**config.mk**
```make
export PLATFORM = sky130hd
export DESIGN_NAME = softmax_normalizer
export DESIGN_NICKNAME = d
export VERILOG_FILES = /design/src/rtl/softmax_pkg.sv /design/src/rtl/serial_divider.sv /design/src/rtl/softmax_normalizer.sv
export SDC_FILE = /design/constraint.sdc
export NUM_CORES = 1
export LEC_CHECK = 0
export ABC_AREA = 1
export BUFFER_PORTS_ARGS = -buffer_cell sky130_fd_sc_hd__buf_4
export CORE_MARGIN = 2
export CORE_UTILIZATION = 47
export CTS_BUF_LIST = sky130_fd_sc_hd__clkbuf_2
export DETAILED_ROUTE_END_ITERATION = 6
export PLACE_DENSITY = 0.71
export SYNTH_ARGS = -nofsm -noshare
export SYNTH_HDL_FRONTEND = slang
export SYNTH_HIERARCHICAL = 1
export SYNTH_SLANG_ARGS = --single-unit
```
**constraint.sdc**
```tcl
create_clock -name clk -period 4.9 [get_ports clk]
set_input_delay 0.245 -clock clk [delete_from_list [all_inputs] [get_ports clk]]
set_output_delay 0.245 -clock clk [all_outputs]
set_load 0.05 [all_outputs]
```
**src/rtl/softmax_pkg.sv**
```systemverilog
// rtl/softmax_pkg.sv - shared FSM encoding, widths and saturation helper for softmax_normalizer
package softmax_pkg;

  localparam int DEF_NUM_INPUTS = 4;
  localparam int DEF_DATA_WIDTH = 16;
  localparam int DEF_FRAC_BITS  = 8;

  // Quotient bits per lane before any rounding bit, and the counter widths that go with it
  localparam int QW  = DEF_DATA_WIDTH + DEF_FRAC_BITS;
  localparam int QCW = $clog2(QW + 1);
  localparam int LCW = $clog2(DEF_NUM_INPUTS);

  typedef enum logic [1:0] {
    ST_IDLE = 2'd0,
    ST_DIV  = 2'd1,
    ST_OUT  = 2'd2
  } state_t;

  // Clamp an unsigned value to the largest dw-bit number
  function automatic logic [63:0] sat_unsigned(input logic [63:0] v, input int unsigned dw);
    logic [63:0] lim;
    lim = (64'd1 << dw) - 64'd1;
    return (v > lim) ? lim : v;
  endfunction

endpackage

```
**src/rtl/serial_divider.sv**
```systemverilog
// rtl/serial_divider.sv - restoring divider, one quotient bit per cycle
module serial_divider
  import softmax_pkg::*;
#(
  parameter int NUM_W = QW,
  parameter int DEN_W = DEF_DATA_WIDTH,
  parameter int Q_W   = QW,
  parameter int CNT_W = QCW
) (
  input  logic             clk,
  input  logic             rst_n,
  input  logic             start,
  input  logic [NUM_W-1:0] dividend,
  input  logic [DEN_W-1:0] divisor,
  output logic             busy,
  output logic             done,
  output logic [Q_W-1:0]   quotient
);

  logic             load;
  logic [NUM_W-1:0] num_sh;
  logic [NUM_W-1:0] cur_num;
  logic [DEN_W:0]   rem;
  logic [DEN_W:0]   cur_rem;
  logic [DEN_W:0]   trial;
  logic [DEN_W:0]   rem_nxt;
  logic [Q_W-1:0]   quot;
  logic [Q_W-1:0]   cur_q;
  logic [CNT_W-1:0] cnt;
  logic             fits;

  // The start cycle already produces the first quotient bit from the fresh operands;
  // once the numerator is exhausted zeros shift in, giving any extra (rounding) bits.
  always_comb begin
    load    = start && !busy;
    cur_num = load ? dividend : num_sh;
    cur_rem = load ? '0 : rem;
    cur_q   = load ? '0 : quot;
    trial   = (cur_rem << 1) | {{DEN_W{1'b0}}, cur_num[NUM_W-1]};
    fits    = (trial >= {1'b0, divisor});
    rem_nxt = fits ? (trial - {1'b0, divisor}) : trial;
  end

  // Quotient including the bit being decided this cycle; final when done is high
  assign quotient = (cur_q << 1) | Q_W'(fits);
  assign done     = busy && (cnt == CNT_W'(Q_W - 1));

  // Iteration state: shift numerator, update remainder/quotient, count bits
  always_ff @(posedge clk or negedge rst_n) begin
    if (!rst_n) begin
      num_sh <= '0;
      rem    <= '0;
      quot   <= '0;
      cnt    <= '0;
      busy   <= 1'b0;
    end else if (load || busy) begin
      num_sh <= cur_num << 1;
      rem    <= rem_nxt;
      quot   <= quotient;
      if (done) begin
        busy <= 1'b0;
        cnt  <= '0;
      end else begin
        busy <= 1'b1;
        cnt  <= cnt + CNT_W'(1);
      end
    end
  end

endmodule

```
**src/rtl/softmax_normalizer.sv**
```systemverilog
// rtl/softmax_normalizer.sv - divides each exp lane by the vector sum; SOFTMAX_NORM_ROUND_EN enables round half up
module softmax_normalizer
  import softmax_pkg::*;
#(
  parameter int NUM_INPUTS = DEF_NUM_INPUTS,
  parameter int DATA_WIDTH = DEF_DATA_WIDTH,
  parameter int FRAC_BITS  = DEF_FRAC_BITS
) (
  input  logic                             clk,
  input  logic                             rst_n,
  input  logic                             in_valid,
  output logic                             in_ready,
  input  logic [NUM_INPUTS*DATA_WIDTH-1:0] in_data,
  input  logic [DATA_WIDTH-1:0]            in_sum,
  output logic                             out_valid,
  input  logic                             out_ready,
  output logic [NUM_INPUTS*DATA_WIDTH-1:0] out_data,
  output logic                             out_div_zero,
  output logic                             busy
);

  localparam int Q_BITS = DATA_WIDTH + FRAC_BITS;
`ifdef SOFTMAX_NORM_ROUND_EN
  localparam int RND = 1;
`else
  localparam int RND = 0;
`endif
  localparam int DIV_QW = Q_BITS + RND;
  localparam int CNT_W  = $clog2(Q_BITS + 1);
  localparam int LANE_W = (NUM_INPUTS > 1) ? $clog2(NUM_INPUTS) : 1;
  localparam logic [LANE_W-1:0] LAST_LANE = LANE_W'(NUM_INPUTS - 1);

  state_t                           state;
  state_t                           state_nxt;
  logic [NUM_INPUTS*DATA_WIDTH-1:0] data_q;
  logic [NUM_INPUTS*DATA_WIDTH-1:0] res_sh;
  logic [NUM_INPUTS*DATA_WIDTH-1:0] res_nxt;
  logic [DATA_WIDTH-1:0]            sum_q;
  logic [LANE_W-1:0]                lane;
  logic                             accept;
  logic                             div_start;
  logic                             div_busy;
  logic                             div_done;
  logic [DIV_QW-1:0]                div_q;
  logic [DATA_WIDTH-1:0]            lane_in;
  logic [DATA_WIDTH-1:0]            lane_res;
  logic [Q_BITS-1:0]                dividend;

  assign lane_in  = data_q[lane*DATA_WIDTH +: DATA_WIDTH];
  assign dividend = {lane_in, {FRAC_BITS{1'b0}}};

`ifdef SOFTMAX_NORM_ROUND_EN
  // Extra quotient bit is the half bit; adding it rounds half up, overflow is caught by saturation
  logic [Q_BITS:0] rounded;
  assign rounded = {1'b0, div_q[DIV_QW-1:1]} + {{Q_BITS{1'b0}}, div_q[0]};
`else
  logic [Q_BITS-1:0] rounded;
  assign rounded = div_q;
`endif

  assign lane_res = DATA_WIDTH'(sat_unsigned(64'(rounded), DATA_WIDTH));
  assign accept   = in_valid && in_ready;

  // Result vector with the lane finishing this cycle merged in
  always_comb begin
    res_nxt = res_sh;
    res_nxt[lane*DATA_WIDTH +: DATA_WIDTH] = lane_res;
  end

  serial_divider #(
    .NUM_W (Q_BITS),
    .DEN_W (DATA_WIDTH),
    .Q_W   (DIV_QW),
    .CNT_W (CNT_W)
  ) u_div (
    .clk      (clk),
    .rst_n    (rst_n),
    .start    (div_start),
    .dividend (dividend),
    .divisor  (sum_q),
    .busy     (div_busy),
    .done     (div_done),
    .quotient (div_q)
  );

  // FSM state register
  always_ff @(posedge clk or negedge rst_n) begin
    if (!rst_n) begin
      state <= ST_IDLE;
    end else begin
      state <= state_nxt;
    end
  end

  // FSM next state and handshake outputs; a lane starts whenever the divider is free in DIV
  always_comb begin
    state_nxt = state;
    in_ready  = 1'b0;
    out_valid = 1'b0;
    busy      = 1'b1;
    div_start = 1'b0;
    case (state)
      ST_IDLE: begin
        in_ready = 1'b1;
        busy     = 1'b0;
        if (in_valid) begin
          state_nxt = (in_sum == '0) ? ST_OUT : ST_DIV;
        end
      end
      ST_DIV: begin
        div_start = !div_busy;
        if (div_done && (lane == LAST_LANE)) begin
          state_nxt = ST_OUT;
        end
      end
      ST_OUT: begin
        out_valid = 1'b1;
        if (out_ready) begin
          state_nxt = ST_IDLE;
        end
      end
      default: state_nxt = ST_IDLE;
    endcase
  end

  // Capture on accept, collect lane results, publish the vector after the last lane
  always_ff @(posedge clk or negedge rst_n) begin
    if (!rst_n) begin
      data_q       <= '0;
      sum_q        <= '0;
      lane         <= '0;
      res_sh       <= '0;
      out_data     <= '0;
      out_div_zero <= 1'b0;
    end else begin
      if (accept) begin
        data_q <= in_data;
        sum_q  <= in_sum;
        lane   <= '0;
        if (in_sum == '0) begin
          out_data     <= '0;
          out_div_zero <= 1'b1;
        end else begin
          out_div_zero <= 1'b0;
        end
      end
      if (div_done) begin
        res_sh <= res_nxt;
        if (lane == LAST_LANE) begin
          lane     <= '0;
          out_data <= res_nxt;
        end else begin
          lane <= lane + LANE_W'(1);
        end
      end
    end
  end

endmodule
```
After elaboration in Yosys (flattened, before gate mapping):

Cells that the tools add are included.

* word-level logic and storage cells: 65
* flip-flop bits (word level): 281
* input bits: 84
* output and inout bits: 68

* magnitude comparators: 2
* add/subtract/negate cells: 4
* equal/unequal tests: 7
* reductions and logical operators: 10
* shift-type cells: 3
* mux-type cells: 25
* bitwise logic cells: 2

Operators by type and width (number)
* 2-to-1 mux 64 bit: 4
* bitwise mux 64 bit: 1
* variable shift 16 x 34 -> 64 bit, first input constant: 1
* indexed part select 16 x 34 -> 64 bit: 1
* indexed part select 64 x 7 -> 16 bit: 1
* 2-to-1 mux 16 bit: 3
* negator 6 -> 34 bit: 1
* greater-than comparator 24 x 16 -> 1 bit, second input constant: 1
* 2-to-1 mux 24 bit: 1
* bitwise OR 24 x 1 -> 24 bit: 1
* 2-to-1 mux 23 bit: 1
* greater-or-equal comparator 17 x 16 -> 1 bit: 1
* bitwise OR 17 x 1 -> 17 bit: 1
* logical NOT 16 bit: 1
* subtractor 16 bit: 1
* 2-to-1 mux 2 bit: 7
* 2-to-1 mux 1 bit: 6
* inequality test 2 bit, second input constant: 3
* case mux 2 bit (3 select lines): 1
* adder 5 x 1 -> 5 bit, second input constant: 1
* == test 5 bit, second input constant: 1
* 2-to-1 mux 5 bit: 1
* == test 2 bit, second input constant: 2
* logical AND 1 bit: 4
* other kinds (7): 7

Depth between registers and ports, before layout:

* depth after elaboration: 13
* depth in mapped cells: 24
* mapped depth without buffers: 21

Modules after synthesis:

The synthesis kept the hierarchy.

By module, submodules not included
* softmax_normalizer: cells each 1265, area an instance 9863.2 µm², seq. area each 5330.1 µm², instances 1
* serial_divider: cells each 598, area an instance 4330.4 µm², seq. area each 1701.6 µm², instances 1

Worst setup path before layout:

Ideal clock, no wire load.

* path type: reg-to-reg
* start point: register state[1]
* end point: register res_sh[0]
* buffers on the path: 3
* cell stages (with the launch flop): 25
* data required time: 4772 ps
* data arrival time: 2811 ps
* clock period less this slack: 2939 ps
* setup slack: 1961 ps
* library setup time: 128 ps
* cells stage by stage: dfrtp_1 > inv_1 > nand2_1 > nor2_1 > nand2_4 > inv_1 > buf_2 > nor2_1 > ha_1 > nand2_2 > inv_2 > nand2_1 > nand2_1 > nand2_2 > nand3_2 > nand2_4 > nand3_4 > buf_8 > buf_4 > inv_1 > nand2_1 > nand2_1 > o21ai_0 > nand2_1 > o21ai_0

* cells in the longest elaborated chain, start to end: 11
* elaborated cells on any way between the ends: 13
* those cells by class: order compare (2); eq/ne (1); shift (1); mux (6); bitwise (2); reduce/logical (1)

Ends and longest elaborated chain
* start, declared: line softmax_normalizer.sv:33 `state_t state;`
* start signal, assigned: line softmax_normalizer.sv:91 `state <= state_nxt;`
* == test 2 x 1 -> 1 bit *: line softmax_normalizer.sv:102 `case (state)`
* 2-to-1 mux 1 bit *: line softmax_normalizer.sv:102
* named net div_start: line softmax_normalizer.sv:41 `logic div_start;`
* logical AND 1 bit *: line serial_divider.sv:35 `load = start && !busy;`
* 2-to-1 mux 24 bit or 2-to-1 mux 16 bit (tied branches): line serial_divider.sv:36, serial_divider.sv:37
* bitwise OR 17 x 1 -> 17 bit *: line serial_divider.sv:39 `trial = (cur_rem << 1) | {{DEN_W{1'b0}}, cur_num[NUM_W-1]};`
* greater-or-equal comparator 17 x 16 -> 1 bit *: line serial_divider.sv:40 `fits = (trial >= {1'b0, divisor});`
* named net u_div.fits: line serial_divider.sv:30 `logic fits;`
* bitwise OR 24 x 1 -> 24 bit *: line serial_divider.sv:45 `assign quotient = (cur_q << 1) | Q_W'(fits);`
* named net div_q[0]: line softmax_normalizer.sv:44 `logic [DIV_QW-1:0] div_q;`
* greater-than comparator 24 x 16 -> 1 bit: line softmax_pkg.sv:23 `return (v > lim) ? lim : v;`
* 2-to-1 mux 16 bit *: line softmax_pkg.sv:23
* indexed part select 16 x 34 -> 64 bit *: line softmax_normalizer.sv:67 `res_nxt[lane*DATA_WIDTH +: DATA_WIDTH] = lane_res;`
* bitwise mux 64 bit *: line softmax_normalizer.sv:67
* end signal, assigned: line softmax_normalizer.sv:148 `res_sh <= res_nxt;`
* end, declared: line softmax_normalizer.sv:36 `logic [NUM_INPUTS*DATA_WIDTH-1:0] res_sh;`

The timed path passes the listed nets; every way through them passes the cells marked *.
A chain may end at the register's enable or synchronous reset.

Worst setup path after layout:

* start point: register lane[0]
* end point: register state[1]

* cells in the longest elaborated chain, start to end: 4

Ends and longest elaborated chain
* start, declared: line softmax_normalizer.sv:39 `logic [LANE_W-1:0] lane;`
* start signal, assigned: line softmax_normalizer.sv:153 `lane <= lane + LANE_W'(1);`
* == test 2 bit: line softmax_normalizer.sv:112 `if (div_done && (lane == LAST_LANE)) begin`
* logical AND 1 bit: line softmax_normalizer.sv:112
* inequality test 2 bit (no source line)
* AND reduction 3 bit (no source line)

Every way passes these cells.

==> impl_metrics.tcl <==
set metrics [dict create \
    relSlewSlack 0.238 \
    clk_path_buf_depth 3 \
    globalplace.congestion 0.848 \
    grt_max_degree 130 \
    cap_violations 0 \
    tightest_slew_ps 1140 \
    syn_to_final_growth_pct 19.4 \
    clock_skew_ps 88.7 \
    cts_resized 0 \
    ys_warn_count 6 \
    dieHeight_um 178 \
    drc_errors 0 \
    cts_num_sinks 281 \
    gr-total-overflow 0 \
    drtAntennaViolNets 0 \
    crit_required_ps 5640 \
    cts_setup_buffers 0 \
    p_per_area_nw_per_um2 571 \
    intPower_uw 5160 \
    p_comb_frac 0.489 \
    fin_tns_setup_ps 0 \
    vias 13000 \
    hold_viol_final 0 \
    rows 63 \
    syn_area_um2 14200 \
    route.met2.wl_um 18600 \
    ys_seq_area_frac 0.495 \
    setup-violations-final 0 \
    route.met3.wl_um 2320 \
    finalMaxSlewViolations 0 \
    yosysUniqueCellTypes 43 \
    crit_arrival_ps 4490 \
    startpoint_type "flip-flop" \
    avgViaCountPerCell 5.15 \
    ys_ff_latch 281 \
    pwr-share-seq 0.345 \
    regToRegStartpoint "lane[0]" \
    route.layer.met1.wl_um 17500 \
    grt_pass1_wl_um 64900 \
    wl_per_cell_um 15.5 \
    crit_type "reg -> reg" \
    p_leak_uw 0.00918 \
    dieArea_um2 31600 \
    clk_pin_slew_ps 100 \
    boundaryPins 152 \
    cts_tree "built" \
    critPathCaptureType "flip-flop" \
    rsz0062_at_grt "no" \
    period_minus_slack_ps 3750 \
    cpMaxStageDelayCell "buf_4" \
    grtUsageTotal 0.257 \
    cts_max_level 3 \
    dr.max_layer_used "met4" \
    outcome "finished, final reports clean" \
    crit_chain "buf_4 -> ha_1 -> nand2_2 -> buf_4 -> nand3_1 -> o211ai_1 -> o21ai_0 -> dlygate4sd3_1 -> nand2_1 -> dlygate4sd3_1 -> inv_1" \
    peakVddDrop_mv 0.220 \
    critPathMaxFanout 65 \
    p_sw_uw 4510 \
    nets 2205 \
    p_clk_frac 0.166 \
    firstDrtPassIters 5 \
    crit_path_start "lane[0]" \
    start_util 0.478 \
    cts_inserted_buffers 74 \
    drt_iter0_markers 944 \
    syn_inst 1863 \
    die_w_um 178 \
    final_cell_count_no_fill 2535 \
    antenna_found_initial 2 \
    switching_share 0.467 \
    grt_pass1_vias 13000 \
    post-place-cells 2325 \
    cts_hold_buf 86 \
    drive_above_1_share 0.157 \
    core-area_um2 29700 \
    routed_wl_um 39300 \
    avgSynthCellArea_um2 7.62 \
    p_total_uw 9670 \
    min_path_type "in -> async" \
    io_buffers 151 \
    max_freq_mhz 267 \
    cts_root_buf "clkbuf_2" \
    hpwl_um 24400 \
    finalCritPeriodShare 0.766 \
    clock_latency_ps 850 \
    critPathMaxStageDelay_ps 610 \
]
==> flip-flops by register name, summed over array words and instances, names as in the netlist <==
name          count
sum_q            16
u_div/busy        1
out_div_zero      1
res_sh           64
lane              2
u_div/quot       23
state             2
data_q           64
out_data         64
u_div/num_sh     23
u_div/rem        16
u_div/cnt         5
==> power groups by stage <==
stage / Combinational [µW] / Clock [µW] / Sequential, µW
after floorplan: 3550 / 0 / 3260
after global placement: 4560 / 0 / 3350
after detailed placement: 4600 / 0 / 3370
after CTS: 4700 / 1650 / 3330
after global routing: 5350 / 1780 / 3410
final: 4730 / 1610 / 3330
==> per-stage QoR <==
| step | utilization | instance area (µm²) | hold WS (ps) | setup WS (ps) |
|---|---|---|---|---|
| after global placement | 0.520 | 15500 | 418 | 1180 |
| after CTS | 0.570 | 16900 | 51.5 | 1160 |
| after detailed placement | 0.520 | 15500 | 424 | 1190 |
| final | 0.570 | 16900 | 63.2 | 1150 |
| after global routing | 0.570 | 16900 | 108 | 726 |
| after floorplan | - | 14200 | -50.6 | 1960 |
==> kinds of logic after synthesis <==
family          Yosys count  share of synthesized area
xor+xnor                  8                    0.00494
simple gates           1098                      0.321
fa+ha+maj                24                     0.0217
buf+inv                 274                     0.0837
flops                   281                      0.495
other cells               1                   0.000264
compound gates          177                     0.0733
==> worst paths after layout <==
kind,slack [ps],endpoint,cells past startpoint
min reg2reg,470,data_q[23],2
max,1150,state[1],11
max in group asynchronous,3530,res_sh[24],3
min,60,data_q[62],2
min in group clk,130,data_q[1],4
max reg2reg,1150,state[1],11
==> layout by cell type (no fill, tap or decap), drive strengths merged, types with 8 or more instances in the layout <==
cell	Yosys	final
nand2	807	807
dlygate4sd3	0	86
o22ai	39	39
a21oi	11	11
clkinv	1	12
clkbuf	39	108
conb	1	8
dfrtp	281	281
nand4	49	49
buf	62	166
inv	172	175
nor2	122	122
ha	23	23
nand3	113	113
o211ai	11	11
o21ai	104	104
==> cell usage after synthesis (all sizes together) <==
cell type | n | area [µm²]
a31oi | 2 | 12.5
nand3b | 1 | 7.51
a21oi | 11 | 62.6
and3 | 1 | 6.26
o221ai | 3 | 26.3
nor4 | 1 | 12.5
dfrtp | 281 | 7030
fa | 1 | 20.0
clkinv | 1 | 3.75
nand2 | 807 | 3070
xnor2 | 2 | 17.5
nor2 | 122 | 526
conb | 1 | 3.75
a22oi | 6 | 45.0
inv | 172 | 648
a22o | 1 | 8.76
buf | 62 | 388
ha | 23 | 288
clkbuf | 39 | 149
nand3 | 113 | 588
nor3 | 4 | 31.3
nand4 | 49 | 307
o211ai | 11 | 82.6
xor2 | 6 | 52.6
o22ai | 39 | 244
o21ai | 104 | 558
==> worst max-delay path: cells and delay by family (launching register included) <==
| kind | cells | cell delay [ps] |
|---|---|---|
| buffers and inverters | 5 | 2160 |
| DFF | 1 | 570 |
| and+or+nand+nor | 3 | 370 |
| adders and majority gates | 1 | 300 |
| AOI/OAI and AO/OA | 2 | 280 |
==> layout make-up <==
cell class              count  area, µm²
diodes                      1       2.50
clock buffers             108        541
clock inverters            15       88.8
fillers                  2707      12800
inverters                 173        652
multi-input cells        1315       6020
flip-flops and latches    281       7030
well taps                 390        488
repair buffers            252       2130
==> per-layer routing <==
metal | up-vias | GRT usage
met4 | 0 | 0.0915
met5 | - | 0
li1 | 6381 | -
met3 | 71 | 0.0454
met1 | 6175 | 0.349
met2 | 419 | 0.413
(Power assumes the default switching activity.)
